## config.mk

```make
export PLATFORM = sky130hd
export DESIGN_NAME = seq_detector_param_flat
export DESIGN_NICKNAME = d
export VERILOG_FILES = /design/src/rtl/seq_detector_param_if.sv /design/src/rtl/seq_detector_param.sv /design/src/flat_wrapper.sv
export SDC_FILE = /design/constraint.sdc
export NUM_CORES = 1
export LEC_CHECK = 0
export CAP_MARGIN = 10
export CORE_ASPECT_RATIO = 1.1
export CORE_MARGIN = 2
export CORE_UTILIZATION = 54
export DETAILED_ROUTE_END_ITERATION = 12
export PLACE_DENSITY = 0.79
export REMOVE_ABC_BUFFERS = 1
export SKIP_LAST_GASP = 1
export SYNTH_ARGS = -nofsm -noshare
export SYNTH_HDL_FRONTEND = slang
export SYNTH_SLANG_ARGS = --single-unit
```

## constraint.sdc

```tcl
create_clock -name clk -period 5 [get_ports clk]
set_input_delay 1.5 -clock clk [delete_from_list [all_inputs] [get_ports clk]]
set_output_delay 1.5 -clock clk [all_outputs]
set_load 0.01 [all_outputs]
```

## src/rtl/seq_detector_param_if.sv

```systemverilog
// Bundle of serial-stream, configuration and result signals for seq_detector_param.
// The master side drives stream/config; the slave side is the detector.
interface seq_detector_param_if #(
    parameter int MAX_LEN = 8,
    parameter int CNT_W   = 8
);
    localparam int LEN_W = $clog2(MAX_LEN + 1);

    logic               in_valid;
    logic               in_bit;
    logic               cfg_load;
    logic [MAX_LEN-1:0] cfg_pattern;
    logic [LEN_W-1:0]   cfg_len;
    logic               cfg_overlap;
    logic               cnt_clr;
    logic               detected;
    logic               armed;
    logic [CNT_W-1:0]   match_cnt;

    modport master (
        output in_valid, in_bit, cfg_load, cfg_pattern, cfg_len, cfg_overlap, cnt_clr,
        input  detected, armed, match_cnt
    );

    modport slave (
        input  in_valid, in_bit, cfg_load, cfg_pattern, cfg_len, cfg_overlap, cnt_clr,
        output detected, armed, match_cnt
    );
endinterface

```

## src/rtl/seq_detector_param.sv

```systemverilog
// Runtime-programmable serial pattern detector with overlap control,
// input qualifier and saturating match counter. All outputs registered.
module seq_detector_param #(
    parameter int                 MAX_LEN     = 8,
    parameter int                 CNT_W       = 8,
    parameter logic [MAX_LEN-1:0] DEF_PATTERN = 8'b0011_1111,
    parameter int                 DEF_LEN     = 6,
    parameter logic               DEF_OVERLAP = 1'b1
) (
    input logic                clk,
    input logic                rstn,
    seq_detector_param_if.slave bus
);
    localparam int LEN_W = $clog2(MAX_LEN + 1);

    logic [MAX_LEN-1:0] pattern_q, pattern_d;
    logic [LEN_W-1:0]   len_q, len_d;
    logic               overlap_q, overlap_d;
    logic [MAX_LEN-1:0] hist_q, hist_d;
    logic [LEN_W-1:0]   fill_q, fill_d;
    logic               detected_q, detected_d;
    logic               armed_q, armed_d;
    logic [CNT_W-1:0]   cnt_q, cnt_d;

    logic [MAX_LEN-1:0] mask_s;
    logic [MAX_LEN-1:0] hist_shift_s;
    logic [LEN_W-1:0]   fill_inc_s;
    logic               match_s;

    // Next-state logic: config load beats stream input; counter clear beats a match.
    always_comb begin
        pattern_d    = pattern_q;
        len_d        = len_q;
        overlap_d    = overlap_q;
        hist_d       = hist_q;
        fill_d       = fill_q;
        detected_d   = 1'b0;
        cnt_d        = cnt_q;
        match_s      = 1'b0;
        mask_s       = {MAX_LEN{1'b0}};
        hist_shift_s = {hist_q[MAX_LEN-2:0], bus.in_bit};

        for (int i = 0; i < MAX_LEN; i++) begin
            mask_s[i] = (LEN_W'(i) < len_q);
        end

        if (fill_q < len_q) begin
            fill_inc_s = fill_q + LEN_W'(1);
        end else begin
            fill_inc_s = len_q;
        end

        if (bus.cfg_load) begin
            pattern_d = bus.cfg_pattern;
            overlap_d = bus.cfg_overlap;
            hist_d    = {MAX_LEN{1'b0}};
            fill_d    = {LEN_W{1'b0}};
            if (bus.cfg_len == {LEN_W{1'b0}}) begin
                len_d = LEN_W'(1);
            end else if (bus.cfg_len > LEN_W'(MAX_LEN)) begin
                len_d = LEN_W'(MAX_LEN);
            end else begin
                len_d = bus.cfg_len;
            end
        end else if (bus.in_valid) begin
            match_s    = (fill_inc_s >= len_q) &&
                         (((hist_shift_s ^ pattern_q) & mask_s) == {MAX_LEN{1'b0}});
            detected_d = match_s;
            // Non-overlap: a match consumes its bits, so collection starts afresh.
            if (match_s && !overlap_q) begin
                hist_d = {MAX_LEN{1'b0}};
                fill_d = {LEN_W{1'b0}};
            end else begin
                hist_d = hist_shift_s;
                fill_d = fill_inc_s;
            end
        end else begin
            detected_d = 1'b0;
        end

        if (bus.cnt_clr) begin
            cnt_d = {CNT_W{1'b0}};
        end else if (match_s && (cnt_q != {CNT_W{1'b1}})) begin
            cnt_d = cnt_q + CNT_W'(1);
        end else begin
            cnt_d = cnt_q;
        end

        armed_d = (fill_d == len_d);
    end

    // State register with synchronous active-low reset.
    always_ff @(posedge clk) begin
        if (!rstn) begin
            pattern_q  <= DEF_PATTERN;
            len_q      <= LEN_W'(DEF_LEN);
            overlap_q  <= DEF_OVERLAP;
            hist_q     <= {MAX_LEN{1'b0}};
            fill_q     <= {LEN_W{1'b0}};
            detected_q <= 1'b0;
            armed_q    <= 1'b0;
            cnt_q      <= {CNT_W{1'b0}};
        end else begin
            pattern_q  <= pattern_d;
            len_q      <= len_d;
            overlap_q  <= overlap_d;
            hist_q     <= hist_d;
            fill_q     <= fill_d;
            detected_q <= detected_d;
            armed_q    <= armed_d;
            cnt_q      <= cnt_d;
        end
    end

    assign bus.detected  = detected_q;
    assign bus.armed     = armed_q;
    assign bus.match_cnt = cnt_q;
endmodule
```

## src/flat_wrapper.sv

```systemverilog
// flat-port wrapper written by rule: the top's interface ports become plain ports
module seq_detector_param_flat 
#(
    parameter int                 MAX_LEN     = 8,
    parameter int                 CNT_W       = 8,
    parameter logic [MAX_LEN-1:0] DEF_PATTERN = 8'b0011_1111,
    parameter int                 DEF_LEN     = 6,
    parameter logic               DEF_OVERLAP = 1'b1
)
  (clk, rstn, bus_in_valid, bus_in_bit, bus_cfg_load, bus_cfg_pattern, bus_cfg_len, bus_cfg_overlap, bus_cnt_clr, bus_detected, bus_armed, bus_match_cnt);
  seq_detector_param_if #(.MAX_LEN(MAX_LEN), .CNT_W(CNT_W)) bus_i ();
  input logic clk;
  input logic rstn;
  input wire logic [$bits(bus_i.in_valid)-1:0] bus_in_valid;
  input wire logic [$bits(bus_i.in_bit)-1:0] bus_in_bit;
  input wire logic [$bits(bus_i.cfg_load)-1:0] bus_cfg_load;
  input wire logic [$bits(bus_i.cfg_pattern)-1:0] bus_cfg_pattern;
  input wire logic [$bits(bus_i.cfg_len)-1:0] bus_cfg_len;
  input wire logic [$bits(bus_i.cfg_overlap)-1:0] bus_cfg_overlap;
  input wire logic [$bits(bus_i.cnt_clr)-1:0] bus_cnt_clr;
  output wire logic [$bits(bus_i.detected)-1:0] bus_detected;
  output wire logic [$bits(bus_i.armed)-1:0] bus_armed;
  output wire logic [$bits(bus_i.match_cnt)-1:0] bus_match_cnt;
  assign bus_i.in_valid = bus_in_valid;
  assign bus_i.in_bit = bus_in_bit;
  assign bus_i.cfg_load = bus_cfg_load;
  assign bus_i.cfg_pattern = bus_cfg_pattern;
  assign bus_i.cfg_len = bus_cfg_len;
  assign bus_i.cfg_overlap = bus_cfg_overlap;
  assign bus_i.cnt_clr = bus_cnt_clr;
  assign bus_detected = bus_i.detected;
  assign bus_armed = bus_i.armed;
  assign bus_match_cnt = bus_i.match_cnt;
  seq_detector_param #(.MAX_LEN(MAX_LEN), .CNT_W(CNT_W), .DEF_PATTERN(DEF_PATTERN), .DEF_LEN(DEF_LEN), .DEF_OVERLAP(DEF_OVERLAP)) u_core (.clk(clk), .rstn(rstn), .bus(bus_i));
endmodule
```

==> results of run 1 <==
-- worst min-delay path by stage --
stage / startpoint / to / slack, ns / cells past startpoint
2_1_floorplan: u_core.pattern_q[0]$_SDFFE_PN1P_ / u_core.pattern_q[0]$_SDFFE_PN1P_ / 0.46 / 2
3_3_place_gp: u_core.pattern_q[3]$_SDFFE_PN1P_ / u_core.pattern_q[3]$_SDFFE_PN1P_ / 0.48 / 2
3_5_place_dp: u_core.pattern_q[3]$_SDFFE_PN1P_ / u_core.pattern_q[3]$_SDFFE_PN1P_ / 0.49 / 2
4_1_cts: u_core.pattern_q[2]$_SDFFE_PN1P_ / u_core.pattern_q[2]$_SDFFE_PN1P_ / 0.51 / 2
5_1_grt: u_core.pattern_q[2]$_SDFFE_PN1P_ / u_core.pattern_q[2]$_SDFFE_PN1P_ / 0.52 / 2
6_report: u_core.pattern_q[2]$_SDFFE_PN1P_ / u_core.pattern_q[2]$_SDFFE_PN1P_ / 0.50 / 2
-- synthesized netlist by cell type (3+ instances only) --
| master | instances |
|---|---|
| dfxtp_1 | 34 |
| nor3_1 | 3 |
| nor2b_1 | 16 |
| ha_1 | 9 |
| xnor2_1 | 14 |
| a31oi_1 | 3 |
| clkbuf_1 | 5 |
| nand2b_1 | 7 |
| o221ai_1 | 3 |
| mux2i_1 | 13 |
| a21oi_1 | 13 |
| nand3_1 | 8 |
| o21ai_0 | 8 |
| nand2_1 | 19 |
| inv_1 | 3 |
| nor2_1 | 29 |
-- registers in the layout, summed over array words and instances (netlist names) --
signal,flops
u_core.hist_q,7
u_core.bus.detected,1
u_core.bus.armed,1
u_core.bus.match_cnt,8
u_core.pattern_q,8
u_core.overlap_q,1
u_core.fill_q,4
u_core.len_q,4
-- cell type report --
cell class,instances,area share [%]
clock inverters,1,0.208
clock buffers,7,3.59
well taps,50,2.60
repair buffers,29,12.0
inverters,5,0.781
flip-flops and latches,34,28.3
multi-input cells,181,52.5
-- worst max-delay path, stage by stage, from the launching register on --
cell and delay, ns:
dfxtp_1 0.48, clkinv_1 0.25, ha_1 0.29, or3_1 0.37, o21ai_0 0.17, or2_1 0.32, o21ai_0 0.14, ha_1 0.29
nand2b_1 0.15, a2111oi_2 0.47, a2111oi_4 0.11, a21boi_2 0.46, a31o_2 0.23, o2111ai_1 0.11, a211oi_2 0.19
-- power breakdown --
group          internal, W  leakage (nW)   total, W  switching [W]
registers         0.000279         0.277   0.000289     0.00000979
logic            0.0000479         0.577  0.0000983      0.0000504
clock network     0.000111        0.0482   0.000207      0.0000958
-- cells by family (layout without fill, tap and decap cells) --
logic type               after synthesis  count (layout)  synth area share [%]
adder cells (fa/ha/maj)                9               9                  5.58
AND/OR/NAND/NOR                       99              99                  26.1
buffers and inverters                 15              42                  3.72
AO/OA/AOI/OAI                         44              44                  17.1
multiplexers                          13              13                  6.45
XOR/XNOR                              16              16                  7.32
flip-flops                            34              34                  33.7
-- through the flow --
| step | setup WS, ns | power [W] | utilization [%] | hold WS (ns) |
|---|---|---|---|---|
| 2_1_floorplan | 1.38 | 0.000355 | - | 0.462 |
| 3_3_place_gp | 1.07 | 0.000391 | 63.7 | 0.481 |
| 3_5_place_dp | 0.888 | 0.000393 | 63.7 | 0.492 |
| 4_1_cts | 0.890 | 0.000598 | 66.3 | 0.505 |
| 5_1_grt | 0.548 | 0.000621 | 66.3 | 0.519 |
| 6_report | 0.867 | 0.000594 | 66.3 | 0.503 |
-- routing by layer --
layer / vias to the layer above / wire [um]
met5: - / 0
met4: 0 / 102
met3: 10 / 140
met2: 39 / 2080
met1: 804 / 1910
li1: 859 / -
==> impl_metrics.py, run 1 <==
metrics = {
    "outcome": {
        "status": "complete, no violations",
    },
    "die": {
        "rows": 23,
        "die_h_um": 68.1,
        "num_io_pins": 29,
        "coreArea_um2": 3630,
        "die_area_um2": 4240,
        "start_util_pct": 55.6,
        "chipWidth_um": 62.3,
    },
    "synth": {
        "synthArstFlopShare_pct": 0,
        "synth_area_leaders": "dfxtp_1 (34%), mux2i_1 (6.5%), xnor2_1 (6.1%)",
        "yosysSeqAreaShare_pct": 33.7,
        "ys_ff_latch": 34,
        "synth_top_area_share_pct": 33.7,
        "synth_cell_types": 49,
        "ys.flop_type": "dfxtp_1",
        "synthCells": 230,
        "netlist_area_um2": 2020,
        "synth_edf_count": 0,
        "yosys_warnings": 0,
        "yosysTopAreaCell": "dfxtp_1",
        "avgSynthCellArea_um2": 8.77,
    },
    "worst_setup_path": {
        "end_kind": "register",
        "cp_data_required_time_ns": 5.21,
        "crit_type": "reg2reg",
        "r2r-start": "u_core.len_q[3]$_SDFF_PN0_",
        "critPathLaunch": "u_core.len_q[3]$_SDFF_PN0_",
        "r2r-end": "u_core.bus.armed$_SDFF_PN0_",
        "reg2reg_depth": 14,
        "cp_max_fo": 10,
        "start_kind": "register",
        "r2r_slack_ns": 0.87,
        "cp.arrival_ns": 4.34,
        "crit_end": "u_core.bus.armed$_SDFF_PN0_",
    },
    "cts": {
        "root_buffer": "clkbuf_8",
        "insertion_delay_ns": 0.29,
        "post_cts_buffers": 0,
        "ctsResizeCount": 0,
        "clk_path_buf_depth": 2,
        "cts_tree": "built",
        "cts_hold_buf": 0,
        "htreeDepth": 2,
        "clk_pin_slew_ns": 0.07,
        "cts_made_buffers": 5,
        "clock-sinks": 34,
    },
    "detailed_routing": {
        "wl_mm": 4.24,
        "vias": 1712,
        "wl_per_cell_um": 13.8,
        "first_iter_violations": 105,
        "drt_pass1_iterations": 5,
        "drc": 0,
        "vias_per_cell": 5.58,
        "antenna_left": 0,
    },
    "power_and_ir_drop": {
        "powerDensity_nw_per_um2": 247,
        "p_leak_nw": 0.903,
        "irDropWorstVdd_v": 0.000228,
    },
    "global_route": {
        "grt_max_degree": 20,
        "antenna_found_initial": 0,
        "grt_pass1_wl_mm": 7.12,
        "use_met2_pct": 36.7,
        "track_usage_pct": 21.7,
        "grt_pass1_vias": 1586,
        "met3_usage_pct": 3.62,
        "met1_usage_pct": 26.8,
        "grt_overflow": 0,
        "busiest_layer": "met2",
    },
    "timing": {
        "finalCriticalPeriod_ns": 4.13,
        "relSlewSlack_pct": 54.0,
        "fin_worst_skew_ns": 0.00273,
        "setup_viol": 0,
        "fin_tns_setup_ns": 0,
        "fmax_mhz": 242,
        "drv_slew": 0,
        "period_share_pct": 82.7,
        "worst_pin_slew_ns": 0.687,
        "rsz0062_at_grt": "no",
        "finalHoldViolCount": 0,
    },
    "layout": {
        "multiInputGateArea_um2": 1260,
        "final_nets": 284,
        "fillers": 319,
        "diodes": 0,
        "final_common_cell": "dfxtp_1",
        "finalInstanceArea_um2": 2400,
        "layout_common_cells": "dfxtp_1 (34), nor2_1 (29), clkdlybuf4s50_1 (28)",
        "fin_cells": 307,
        "syn2layout_area_growth_pct": 19.1,
        "drive_gt1_share_pct": 8.95,
        "seq_area_um2": 681,
    },
    "place": {
        "io_buffers": 28,
        "placed_cell_area_um2": 2310,
        "dpl.hpwl_mm": 3.23,
        "dp_cells": 299,
        "gp_congestion": 0.929,
    },
    "job": {
        "max-cap-violations": 0,
    },
    "hold_path": {
        "min-delay-path-class": "reg2reg",
    },
}
(Power assumes the default switching activity.)
==> run 2, diff against run 1 <==
==> constraint.sdc (replaced) <==
create_clock -name clk -period 4.1 [get_ports clk]
set_input_delay 1.23 -clock clk [delete_from_list [all_inputs] [get_ports clk]]
set_output_delay 1.23 -clock clk [all_outputs]
set_load 0.01 [all_outputs]
==> impl_metrics.py, run 2 (synthesis gave the netlist of run 1 again) <==
metrics = {
    "outcome": {
        "status": "complete, no violations",
    },
    "detailed_routing": {
        "wl_mm": 4.30,
        "antenna_left": 0,
        "vias_per_cell": 5.52,
        "drt_pass1_iterations": 4,
        "first_iter_violations": 57,
        "drc": 0,
        "wl_per_cell_um": 13.8,
        "vias": 1716,
    },
    "timing": {
        "setup_viol": 0,
        "worst_pin_slew_ns": 0.577,
        "fmax_mhz": 267,
        "fin_worst_skew_ns": 0.00464,
        "relSlewSlack_pct": 61.4,
        "finalHoldViolCount": 0,
        "fin_tns_setup_ns": 0,
        "drv_slew": 0,
        "rsz0062_at_grt": "no",
        "period_share_pct": 91.5,
        "finalCriticalPeriod_ns": 3.75,
    },
    "power_and_ir_drop": {
        "irDropWorstVdd_v": 0.000254,
        "p_leak_nw": 0.923,
        "powerDensity_nw_per_um2": 298,
        "total_power_w": 0.000725,
    },
    "worst_setup_path": {
        "cp_data_required_time_ns": 4.26,
        "cp.buffers_inverters": 1,
        "cp_max_fo": 8,
        "critPathMaxStageDelay_ns": 0.51,
        "r2r_slack_ns": 0.35,
        "path_cells": "clkinv_1, ha_1, or3_1, o21ai_0, or2_4, o21ai_0, ha_1, nand2b_1, a2111oi_2, a2111oi_4, and3_2, a211oi_2, mux2i_1, a211oi_2",
        "crit_type": "reg2reg",
        "start_kind": "register",
        "cp_top_family": "compound AO/OA/AOI/OAI gates",
        "cp.arrival_ns": 3.91,
        "end_kind": "register",
        "worst_path_max_delay_cell": "dfxtp_1",
    },
    "place": {
        "io_buffers": 28,
        "gp_congestion": 0.987,
        "dp_cells": 303,
        "dpl.hpwl_mm": 3.24,
    },
    "global_route": {
        "antenna_found_initial": 0,
        "grt_max_degree": 25,
        "track_usage_pct": 22.4,
        "grt_overflow": 0,
        "grt_pass1_vias": 1574,
        "grt_pass1_wl_mm": 7.50,
    },
    "cts": {
        "root_buffer": "clkbuf_8",
        "post_cts_buffers": 0,
        "insertion_delay_ns": 0.28,
        "ctsResizeCount": 0,
        "clk_pin_slew_ns": 0.07,
        "cts_made_buffers": 5,
        "clock-sinks": 34,
        "cts_hold_buf": 0,
        "cts_tree": "built",
        "clk_path_buf_depth": 2,
        "htreeDepth": 2,
    },
    "die": {
        "rows": 23,
        "num_io_pins": 29,
        "chipWidth_um": 62.3,
        "start_util_pct": 55.6,
        "die_h_um": 68.1,
        "die_area_um2": 4240,
        "coreArea_um2": 3630,
    },
    "layout": {
        "final_nets": 288,
        "fin_cells": 311,
        "drive_gt1_share_pct": 10.7,
        "syn2layout_area_growth_pct": 20.7,
        "layout_common_cells": "dfxtp_1 (34), nor2_1 (29), clkdlybuf4s50_1 (28)",
        "diodes": 0,
        "final_common_cell": "dfxtp_1",
        "fillers": 327,
    },
    "hold_path": {
        "min-delay-path-class": "reg2reg",
    },
    "job": {
        "max-cap-violations": 0,
    },
}
## run 2: final cells by class
cell class	instances	area (um2)	area share, %
multi-input combinational	181	1260	51.9
sequential	34	681	28.0
timing repair buffer	33	318	13.1
clock buffer	7	86.3	3.55
tap	50	62.6	2.57
inverter	5	18.8	0.771
clock inverter	1	5.00	0.206
## run 2: worst min-delay path, cell delays in order, from the launching register on
cell     delay, ns
dfxtp_1       0.34
mux2i_1       0.07
nand2_1       0.05
## run 2: where the power goes
part / internal (W) / switching [W]
sequential: 0.000340 / 0.00000992
clock: 0.000135 / 0.000113
combinational: 0.0000618 / 0.0000650
## run 2: through the flow
| stage | setup slack [ns] | util, % | hold slack (ns) | area (um2) |
|---|---|---|---|---|
| floorplan | 0.477 | - | 0.462 | 1960 |
| global placement | 0.339 | 64.6 | 0.480 | 2340 |
| detailed placement | 0.270 | 64.6 | 0.483 | 2340 |
| CTS | 0.257 | 67.1 | 0.501 | 2430 |
| global route | 0.0957 | 67.1 | 0.536 | 2430 |
| finish | 0.350 | 67.1 | 0.495 | 2430 |
## run 2: per-layer routing
layer	global-route usage [%]	routed length [um]
met4	8.06	91
met1	28.8	1990
met5	0	0
met2	38.2	2060
met3	4.28	160
## run 2: path summary, 6_finish.rpt
path | to | startpoint | cells after the start
max | u_core.bus.armed$_SDFF_PN0_ | u_core.len_q[3]$_SDFF_PN0_ | 14
min reg2reg | u_core.pattern_q[3]$_SDFFE_PN1P_ | u_core.pattern_q[3]$_SDFFE_PN1P_ | 2
max reg2reg | u_core.bus.armed$_SDFF_PN0_ | u_core.len_q[3]$_SDFF_PN0_ | 14
min | u_core.pattern_q[3]$_SDFFE_PN1P_ | u_core.pattern_q[3]$_SDFFE_PN1P_ | 2
==> run 3, diff against run 2 <==
--- a/config.mk
+++ b/config.mk
@@ -8,9 +8,8 @@
 export CAP_MARGIN = 10
 export CORE_ASPECT_RATIO = 1.1
 export CORE_MARGIN = 2
-export CORE_UTILIZATION = 54
+export CORE_UTILIZATION = 23
 export DETAILED_ROUTE_END_ITERATION = 12
-export PLACE_DENSITY = 0.79
 export REMOVE_ABC_BUFFERS = 1
 export SKIP_LAST_GASP = 1
 export SYNTH_ARGS = -nofsm -noshare
==> impl_metrics.py, run 3 (synthesis gave the netlist of run 1 again) <==
metrics = {
    "place": {
        "pre_cts_slack_ns": 0.351,
        "placed_cell_area_um2": 2420,
        "io_buffers": 28,
        "dpl.hpwl_mm": 3.65,
        "gp_congestion": 0.958,
    },
    "global_route": {
        "track_usage_pct": 10.3,
        "antenna_found_initial": 0,
        "grt_max_degree": 18,
        "grt_pass1_wl_mm": 7.74,
        "grt_pass1_vias": 1654,
        "grt_overflow": 0,
    },
    "timing": {
        "drv_slew": 0,
        "setup_viol": 0,
        "fmax_mhz": 269,
        "finalHoldViolCount": 0,
        "fin_worst_skew_ns": 0.00581,
        "worst_pin_slew_ns": 0.529,
        "fin_tns_setup_ns": 0,
        "rsz0062_at_grt": "no",
        "fin_ws_ns": 0.381,
        "relSlewSlack_pct": 64.7,
        "finalCriticalPeriod_ns": 3.72,
        "hold_ws_ns": 0.496,
        "period_share_pct": 90.7,
    },
    "cts": {
        "cts_made_buffers": 5,
        "insertion_delay_ns": 0.28,
        "post_cts_buffers": 0,
        "clk_path_buf_depth": 2,
        "clock-sinks": 34,
        "cts_tree": "built",
        "ctsResizeCount": 0,
        "htreeDepth": 2,
        "root_buffer": "clkbuf_8",
        "clk_pin_slew_ns": 0.07,
        "cts_hold_buf": 0,
    },
    "die": {
        "num_io_pins": 29,
        "die_h_um": 102,
        "die_area_um2": 9540,
        "coreArea_um2": 8450,
        "start_util_pct": 23.9,
        "rows": 35,
        "chipWidth_um": 93.3,
    },
    "hold_path": {
        "hold_depth": 2,
        "hold_path_startpoint": "u_core.pattern_q[0]$_SDFFE_PN1P_",
        "min-delay-path-class": "reg2reg",
        "holdPathEnd": "u_core.pattern_q[0]$_SDFFE_PN1P_",
    },
    "detailed_routing": {
        "drc": 0,
        "wl_per_cell_um": 12.7,
        "drt_pass1_iterations": 4,
        "first_iter_violations": 133,
        "antenna_left": 0,
        "wl_mm": 4.75,
        "vias_per_cell": 4.56,
        "vias": 1700,
    },
    "worst_setup_path": {
        "cp_max_fo": 8,
        "start_kind": "register",
        "end_kind": "register",
        "r2r-end": "u_core.bus.armed$_SDFF_PN0_",
        "reg2reg_depth": 14,
        "cp.arrival_ns": 3.88,
        "r2r-start": "u_core.len_q[3]$_SDFF_PN0_",
        "crit_type": "reg2reg",
        "cp_data_required_time_ns": 4.27,
        "r2r_slack_ns": 0.38,
    },
    "layout": {
        "drive_gt1_share_pct": 11.1,
        "finalInstanceArea_um2": 2520,
        "layout_common_cells": "dfxtp_1 (34), nor2_1 (29), clkdlybuf4s50_1 (28)",
        "final_common_cell": "dfxtp_1",
        "syn2layout_area_growth_pct": 24.9,
        "diodes": 0,
        "final_nets": 289,
    },
    "job": {
        "max-cap-violations": 0,
    },
    "power_and_ir_drop": {
        "p_leak_nw": 0.929,
        "irDropWorstVdd_v": 0.000183,
        "powerDensity_nw_per_um2": 292,
    },
    "outcome": {
        "status": "complete, no violations",
    },
}
## run 3: report_power, final
part | total, W | internal, W | leakage, nW | switching (W)
clock | 0.000258 | 0.000136 | 0.0482 | 0.000122
combinational | 0.000128 | 0.0000624 | 0.604 | 0.0000653
sequential | 0.000351 | 0.000340 | 0.277 | 0.0000110
## run 3: final cells by class
type                       instances  area, um2
timing repair buffer              34        325
tap                              111        139
fill                             894       5930
clock buffer                       7       86.3
inverter                           5       18.8
clock inverter                     1       5.00
multi-input combinational        181       1260
sequential                        34        681
## run 3: metal layers
| metal | track usage (%) | wire length, um |
|---|---|---|
| met5 | 0 | 0 |
| met4 | 5.43 | 156 |
| met3 | 1.99 | 197 |
| met2 | 17.8 | 2410 |
| met1 | 12.0 | 1990 |
## run 3: worst max-delay path: stages, from the launching register on
cell and delay (ns):
dfxtp_1 0.35, clkinv_1 0.18, ha_1 0.29, or3_1 0.37
o21ai_0 0.19, or2_4 0.25, o21ai_0 0.11, ha_1 0.29
nand2b_1 0.15, a2111oi_2 0.47, a2111oi_4 0.11, and3_2 0.24
a211oi_2 0.23, mux2i_1 0.27, a211oi_2 0.09
## run 3: worst max-delay path by stage
stage,startpoint,end,slack [ns],depth (start not counted)
6_report,u_core.len_q[3]$_SDFF_PN0_,u_core.bus.armed$_SDFF_PN0_,0.38,14
5_1_grt,u_core.len_q[3]$_SDFF_PN0_,u_core.bus.match_cnt[6]$_SDFFE_PP0P_,0.06,15
4_1_cts,u_core.len_q[3]$_SDFF_PN0_,u_core.bus.armed$_SDFF_PN0_,0.33,14
3_5_place_dp,u_core.len_q[3]$_SDFF_PN0_,u_core.bus.armed$_SDFF_PN0_,0.35,14
3_3_place_gp,u_core.len_q[3]$_SDFF_PN0_,u_core.bus.armed$_SDFF_PN0_,0.39,14
2_1_floorplan,u_core.len_q[3]$_SDFF_PN0_,u_core.bus.armed$_SDFF_PN0_,0.48,14
## run 3: stage by stage
stage               utilization, %  cells  power, W
floorplan                        -    220  0.000433
global placement              28.7    365  0.000485
detailed placement            28.7    365  0.000486
CTS                           29.8    373  0.000748
global route                  29.8    373  0.000773
finish                        29.8    373  0.000736
